[src/rtl/invalidopcode_simon_encrypt.sv]
// invalidopcode_simon_encrypt: nibble-serial Simon 32/64 encryptor.
// Nibbles enter sr[95:0] = {x, y, k3, k2, k1, k0} MSB-first while `shift` is high.
// Dropping `shift` starts the rounds, which use an on-the-fly key schedule.
// When the rounds finish, the ciphertext replaces the block field of sr and the
// key field keeps the original key.
// Optional build macro SIMON_ENC_UNROLL2_EN: two rounds per clock (16-cycle busy).
module invalidopcode_simon_encrypt (
    input  logic       clk,
    input  logic       rst_n,
    input  logic       shift,
    input  logic [3:0] data_in,
    output logic [3:0] data_out,
    output logic       busy,
    output logic       done
);

    typedef enum logic [1:0] {S_IDLE, S_LOAD, S_RUN, S_DONE} state_t;

    // z0 sequence; element i (leftmost = 0) sits at bit 61-i
    localparam logic [61:0] Z0 = 62'b11111010001001010110000111001101111101000100101011000011100110;

`ifdef SIMON_ENC_UNROLL2_EN
    localparam logic [4:0] RC_LAST = 5'd15;
`else
    localparam logic [4:0] RC_LAST = 5'd31;
`endif

    state_t      state_q, state_d;
    logic [95:0] sr_q, sr_d;
    logic [15:0] x_q, x_d, y_q, y_d;
    logic [63:0] kw_q, kw_d;      // {kw[3], kw[2], kw[1], kw[0]}
    logic [4:0]  rc_q, rc_d;
    logic [5:0]  zi_q, zi_d;
    logic        busy_q, busy_d, done_q, done_d;

    logic [15:0] x1, y1, xn, yn;
    logic [63:0] kw1, kwn;
    logic [5:0]  zi1, zin;

    function automatic logic [31:0] round_f(input logic [15:0] x, input logic [15:0] y,
                                            input logic [15:0] k);
        logic [15:0] f;
        f = ({x[14:0], x[15]} & {x[7:0], x[15:8]}) ^ {x[13:0], x[15:14]};
        return {y ^ f ^ k, x};
    endfunction

    // One key-schedule step: appends a new word and drops kw[0]
    function automatic logic [63:0] ks_step(input logic [63:0] kw, input logic zb);
        logic [15:0] t;
        t = {kw[50:48], kw[63:51]} ^ kw[31:16];
        t = t ^ {t[0], t[15:1]};
        return {~kw[15:0] ^ t ^ {15'd0, zb} ^ 16'd3, kw[63:16]};
    endfunction

    function automatic logic zbit(input logic [5:0] i);
        return Z0[6'd61 - i];
    endfunction

    function automatic logic [5:0] zinc(input logic [5:0] i);
        return (i == 6'd61) ? 6'd0 : i + 6'd1;
    endfunction

    // Round datapath: one or two rounds and key steps from the current state
    always_comb begin
        {x1, y1} = round_f(x_q, y_q, kw_q[15:0]);
        kw1      = ks_step(kw_q, zbit(zi_q));
        zi1      = zinc(zi_q);
`ifdef SIMON_ENC_UNROLL2_EN
        {xn, yn} = round_f(x1, y1, kw1[15:0]);
        kwn      = ks_step(kw1, zbit(zi1));
        zin      = zinc(zi1);
`else
        xn       = x1;
        yn       = y1;
        kwn      = kw1;
        zin      = zi1;
`endif
    end

    // Next-state logic: shifting, copy into working registers, rounds, write-back
    always_comb begin
        state_d = state_q;
        sr_d    = sr_q;
        x_d     = x_q;
        y_d     = y_q;
        kw_d    = kw_q;
        rc_d    = rc_q;
        zi_d    = zi_q;
        case (state_q)
            S_IDLE, S_DONE: begin
                if (shift) begin
                    sr_d    = {sr_q[91:0], data_in};
                    state_d = S_LOAD;
                end
            end
            S_LOAD: begin
                if (shift) begin
                    sr_d = {sr_q[91:0], data_in};
                end else begin
                    // A partial load is fine: whatever sr holds gets encrypted
                    x_d     = sr_q[95:80];
                    y_d     = sr_q[79:64];
                    kw_d    = sr_q[63:0];
                    rc_d    = 5'd0;
                    zi_d    = 6'd0;
                    state_d = S_RUN;
                end
            end
            S_RUN: begin
                // shift is ignored here; data_in is discarded
                x_d  = xn;
                y_d  = yn;
                kw_d = kwn;
                zi_d = zin;
                rc_d = rc_q + 5'd1;
                if (rc_q == RC_LAST) begin
                    sr_d    = {xn, yn, sr_q[63:0]};
                    state_d = S_DONE;
                end
            end
            default: state_d = S_IDLE;
        endcase
        busy_d = (state_d == S_RUN);
        done_d = (state_d == S_DONE);
    end

    // State registers; reset aborts any run in progress
    always_ff @(posedge clk or negedge rst_n) begin
        if (!rst_n) begin
            state_q <= S_IDLE;
            sr_q    <= '0;
            x_q     <= '0;
            y_q     <= '0;
            kw_q    <= '0;
            rc_q    <= '0;
            zi_q    <= '0;
            busy_q  <= 1'b0;
            done_q  <= 1'b0;
        end else begin
            state_q <= state_d;
            sr_q    <= sr_d;
            x_q     <= x_d;
            y_q     <= y_d;
            kw_q    <= kw_d;
            rc_q    <= rc_d;
            zi_q    <= zi_d;
            busy_q  <= busy_d;
            done_q  <= done_d;
        end
    end

    assign data_out = sr_q[95:92];
    assign busy     = busy_q;
    assign done     = done_q;

endmodule

[config.mk]
export PLATFORM = sky130hd
export DESIGN_NAME = invalidopcode_simon_encrypt
export DESIGN_NICKNAME = d
export VERILOG_FILES = /design/src/rtl/invalidopcode_simon_encrypt.sv
export SDC_FILE = /design/constraint.sdc
export NUM_CORES = 1
export LEC_CHECK = 0
export CAP_MARGIN = 10
export CORE_MARGIN = 2
export CORE_UTILIZATION = 63
export DETAILED_ROUTE_END_ITERATION = 16
export PLACE_DENSITY = 0.8
export SLEW_MARGIN = 10
export SYNTH_ARGS = -nofsm -noshare
export SYNTH_HDL_FRONTEND = slang
export SYNTH_SLANG_ARGS = --single-unit
export TNS_END_PERCENT = 1
[constraint.sdc]
create_clock -name clk -period 2.82 [get_ports clk]
set_input_delay 0.282 -clock clk [delete_from_list [all_inputs] [get_ports clk]]
set_output_delay 0.282 -clock clk [all_outputs]
set_load 0.02 [all_outputs]
==> Word level (Yosys, flattened, before mapping) <==
Memories as Yosys holds them, arrays and structs flattened.
Index checks and enable logic that the tools add are counted.
{ "totals": {"regBits": 207, "rom_bits": 64, "inputBits": 7, "out_inout_bits": 6, "word_cells": 62, "memories": 1} }
{ "classes": {"n_addsub": 3, "magnitude_cmp": 1, "eq_ne": 10, "n_mux": 19, "n_bitwise": 11, "reduce_logical": 7} }
{ "mem_list": {"columns": ["memory", "depth", "word_bits", "read_ports", "rd_clocked_by_memory_dff", "write_ports", "line_no", "text"], "rows": [
  ["(no name shown)", 64, 1, 1, 0, 0, "56", "return Z0[6'd61 - i];"]
]} }
{ "op_table": {"columns": ["op", "n"], "rows": [
  ["$mux 96", 2],
  ["$pmux 96 s2", 1],
  ["$pmux 64 s2", 1],
  ["$xor 16x16->16", 6],
  ["$mux 64", 1],
  ["$pmux 16 s2", 2],
  ["$mux 16", 2],
  ["$and 16x16->16", 1],
  ["$not 16->16", 1],
  ["$xor 16x1->16", 1],
  ["$mux 6", 2],
  ["$pmux 6 s2", 1],
  ["$pmux 5 s2", 1],
  ["$eq 2x2->1 const B", 4],
  ["$lt 6x7->1 const B", 1],
  ["$add 6x1->6 const B", 1],
  ["$eq 6x6->1 const B", 1],
  ["$mux 2", 3],
  ["$pmux 2 s3", 1],
  ["$reduce_and 2->1", 3],
  ["$sub 6x6->6 const A", 1],
  ["$add 5x1->5 const B", 1],
  ["$eq 5x5->1 const B", 1],
  ["$mux 5", 1],
  ["10 further kinds", 11]
]} }

==> Logic depth before layout (Yosys ltp) <==
{ "logic_depth": {"ltp_word": 6, "mapped_depth": 9, "ltp_nobuf": 8} }

==> Least setup slack after synthesis <==
No wires, ideal clock.
{ "synth_timing": {"path_kind": "register -> register", "start": "register zi_q[1]", "end": "register kw_q[48]", "setup_ns": 0.132, "arrival_time_ns": 2.122, "required_ns": 2.688, "slack_ns": 0.566, "stages_incl_launch_ff": 9, "path_buffers": 1, "synth_period_minus_slack_ns": 2.254, "path_cell_list": "dfrtp_1 -> inv_1 -> ha_1 -> buf_2 -> mux2_2 -> mux4_2 -> mux2i_1 -> xnor2_1 -> o21ai_1"} }
{ "synth_via": {"elab_chain_cells": 6} }
{ "synth_lines": {"columns": ["element", "line_no", "text"], "rows": [
  ["start, declared", "33", "logic [5:0] zi_q, zi_d;"],
  ["start signal, assigned", "146", "zi_q <= zi_d;"],
  ["$sub 6x6->6", "56", null],
  ["$mem_v2 64x1", null, null],
  ["$mux 1 (not written as such)", "56", null],
  ["$xor 16x1->16", "52", "return {~kw[15:0] ^ t ^ {15'd0, zb} ^ 16'd3, kw[63:16]};"],
  ["$not 2->2 (no source line)", null, null],
  ["$pmux 64 s2", "89", "case (state_q)"],
  ["end signal, assigned", "144", "kw_q <= kw_d;"],
  ["end, declared", "31", "logic [63:0] kw_q, kw_d;"]
]} }
Every way passes these cells. The select of a mux whose other input is x is not followed.
A chain may end at the register's enable or synchronous reset.

==> Final worst setup path <==
Same ends and word-level chain as after synthesis.

==> impl_metrics.yaml <==
run_status:
  outcome: "finished, final reports clean"
yosys:
  seq_area_frac_synth_pct: 52.1
  synth_top_area_share_pct: 52.1
  synth_area_leader_cell: "dfrtp_1"
  post_synth_num_cell_types: 35
  yosys_warnings: 0
  synth_nets: 973
  ys_ff_latch: 207
  synth_cells: 953
  syn_area_um2: 9950
  avgSynthCellArea_um2: 10.4
  synthTopCellsByArea: "dfrtp_1 (52%), xnor2_1 (8.5%), mux2_2 (7.4%)"
cts:
  ctsHoldBuffers: 1
  cts_tree: "built"
  post-cts-setup-buffers: 0
  cts.sinks: 207
  cts_root_buf: "clkbuf_16"
  path_clk_slew_ps: 60
  clock_latency_ps: 500
  cts_max_level: 1
  ctsResizeCount: 0
  numCtsBuffers: 22
  cts.path.max_buffers: 3
floorplan:
  core_um2: 15300
  dieWidth_um: 130
  placementRows: 45
  start_util_pct: 64.9
  io_pins: 13
  dieArea_um2: 16800
  die_h_um: 130
sta:
  finalSetupViolCount: 0
  slew_headroom_pct: 55.6
  worstMarginPinSlew_ps: 665
  finalCritPeriodShare_pct: 88.1
  setup_slack_ps: 336
  rsz0062_at_grt: "no"
  skew_ps: 6.57
  fin_hold_ws_ps: 369
  fin_setup_tns_ps: 0
  report.final.slew_viol_count: 0
  fmax_mhz: 403
  hold_viol: 0
  min_period_ps: 2480
pwr:
  p_total_mw: 16.9
  p_leak_nw: 4.47
  power-per-cell-area_nw_per_um2: 1530
  vdd_ir_drop_max_mv: 0.835
grt:
  grt_pass1_wl_mm: 37.7
  grt_pass1_vias: 7365
  antenna_found_initial: 0
  grt_max_degree: 77
  grt_overflow: 0
  gr-usage-all-layers_pct: 28.3
worst_hold_path:
  hold_path_class: "primary input to async pin"
route:
  viasPerCell: 6.42
  initialDrtViolationCount: 614
  dr_total_vias: 7449
  firstDrtPassIters: 5
  post_drt_wl_per_cell_um: 19.7
  ant_nets: 0
  wirelength_mm: 22.8
  drc: 0
place:
  dpl-instance-area_um2: 10300
  dpl.cell_count: 1120
  dp_hpwl_mm: 14.2
  routabilityCongestion: 0.889
  port-buffer-count: 12
  place_ws_ps: 355
critical_path:
  crit_family: "multiplexers"
  reg2reg_from: "zi_q[1]$_DFFE_PN0P_"
  worstSetupPathType: "register to register"
  crit_path_cell_trace: "inv_1, ha_1, mux2_2, mux4_2, mux2i_1, xnor2_1, o21ai_1"
  path_buf_inv: 1
  cp-end-kind: "register"
  critical_path_arrival_ps: 2860
  cp_max_fo: 8
  reg2reg_setup_slack_ps: 340
  slowest_stage: "ha_1"
  r2r_end: "kw_q[48]$_DFFE_PN0P_"
  slowest_delay_ps: 490
  start_kind: "register"
  cp.required_ps: 3190
  reg2reg_depth: 7
job:
  drv_cap: 0
layout:
  nets: 954
  antenna_cells: 0
  syn_to_final_growth_pct: 11.1
  final_cells: 1161
  fin_util_pct: 72.1
  fin_area_um2: 11000
  drive_above_1_share_pct: 13.4
[where the power goes]
| group | switching [mW] | leakage (nW) | total [mW] | internal (mW) |
|---|---|---|---|---|
| registers | 1.59 | 2.42 | 6.04 | 4.45 |
| clock network | 1.15 | 0.359 | 2.94 | 1.79 |
| logic | 4.14 | 1.69 | 7.94 | 3.80 |
[worst reg2reg max path: stages, from the launching register on]
cell     delay (ps)
dfrtp_1         470
inv_1           170
ha_1            490
mux2_2          370
mux4_2          460
mux2i_1         200
xnor2_1         140
o21ai_1          70
[area by class of cell]
class | instances | area [um2]
clock buffer | 36 | 664
clock inverter | 4 | 70.1
fill | 1067 | 4270
inverter | 8 | 30.0
multi-input combinational | 664 | 4470
sequential | 207 | 5180
tap | 211 | 264
timing repair buffer | 31 | 369
[sequential cells by signal, summed over array words and instances (netlist names)]
name / flops
state_q: 2
busy: 1
rc_q: 5
y_q: 16
sr_q: 96
done: 1
zi_q: 6
kw_q: 64
x_q: 16
[cells in the final DEF, fill, tap and decap left out, types with 2 or more instances in the layout]
cell | Yosys | final
clkbuf_1 | 55 | 9
nand3_1 | 5 | 5
bufinv_16 | 0 | 2
nand2_2 | 0 | 2
clkbuf_16 | 0 | 23
clkdlybuf4s50_1 | 0 | 11
clkbuf_8 | 0 | 5
a21boi_0 | 2 | 2
dfrtp_1 | 207 | 207
a32o_1 | 2 | 2
inv_1 | 7 | 7
mux2_2 | 65 | 65
buf_12 | 0 | 8
o22ai_1 | 113 | 113
a22o_1 | 2 | 2
and3_1 | 2 | 2
xor2_1 | 5 | 5
nor2_1 | 47 | 46
ha_1 | 13 | 11
mux4_2 | 2 | 2
a31oi_1 | 44 | 44
mux2i_1 | 10 | 10
a211oi_1 | 3 | 3
a21oi_1 | 75 | 74
o22a_1 | 13 | 13
clkinv_2 | 0 | 2
buf_4 | 4 | 10
nand2_1 | 96 | 94
nor2b_1 | 16 | 15
o21ai_0 | 43 | 43
xnor2_1 | 96 | 96
[cell usage after synthesis]
library cell	number
xor2_1	5
mux2i_1	10
inv_2	1
mux4_2	2
o21ai_0	43
o31ai_1	1
a21o_1	1
nand3_1	5
nor2b_1	16
a21boi_0	2
o21ai_1	2
mux2_2	65
o22a_1	13
a32o_1	2
ha_1	13
buf_2	9
nand4b_1	1
buf_1	6
a22o_1	2
nand2b_1	2
a22oi_1	1
a31oi_1	44
nand2_1	96
xnor2_1	96
clkbuf_1	55
buf_4	4
o22ai_1	113
dfrtp_1	207
and3_1	2
inv_1	7
a21oi_1	75
mux2_1	1
a211oi_1	3
and2_1	1
nor2_1	47
[how the worst max path moves through the flow]
stage	start	to	cells after the start
6_report	zi_q[1]$_DFFE_PN0P_	kw_q[48]$_DFFE_PN0P_	7
3_3_place_gp	zi_q[1]$_DFFE_PN0P_	kw_q[48]$_DFFE_PN0P_	7
4_1_cts	zi_q[1]$_DFFE_PN0P_	kw_q[48]$_DFFE_PN0P_	7
3_5_place_dp	zi_q[1]$_DFFE_PN0P_	kw_q[48]$_DFFE_PN0P_	7
5_1_grt	zi_q[1]$_DFFE_PN0P_	kw_q[48]$_DFFE_PN0P_	7
2_1_floorplan	zi_q[1]$_DFFE_PN0P_	kw_q[48]$_DFFE_PN0P_	8
[logic make-up after synthesis]
family	Yosys count	share of synthesized area [%]
AO/OA/AOI/OAI	302	18.0
flip-flops	207	52.1
AND/OR/NAND/NOR	170	7.06
XOR/XNOR	101	8.89
buffers and inverters	82	3.36
multiplexers	78	8.93
adder cells (fa/ha/maj)	13	1.64
[per-layer routing]
layer  GRT usage (%)  part of all wire [%]  up-vias
li1                -                     -     3399
met1            39.3                    43     3719
met2            44.9                    48      272
met3            5.00                   6.0       59
met4            11.0                   3.1        0
met5               0                     0        -
Power figures use the tool's default switching activity.
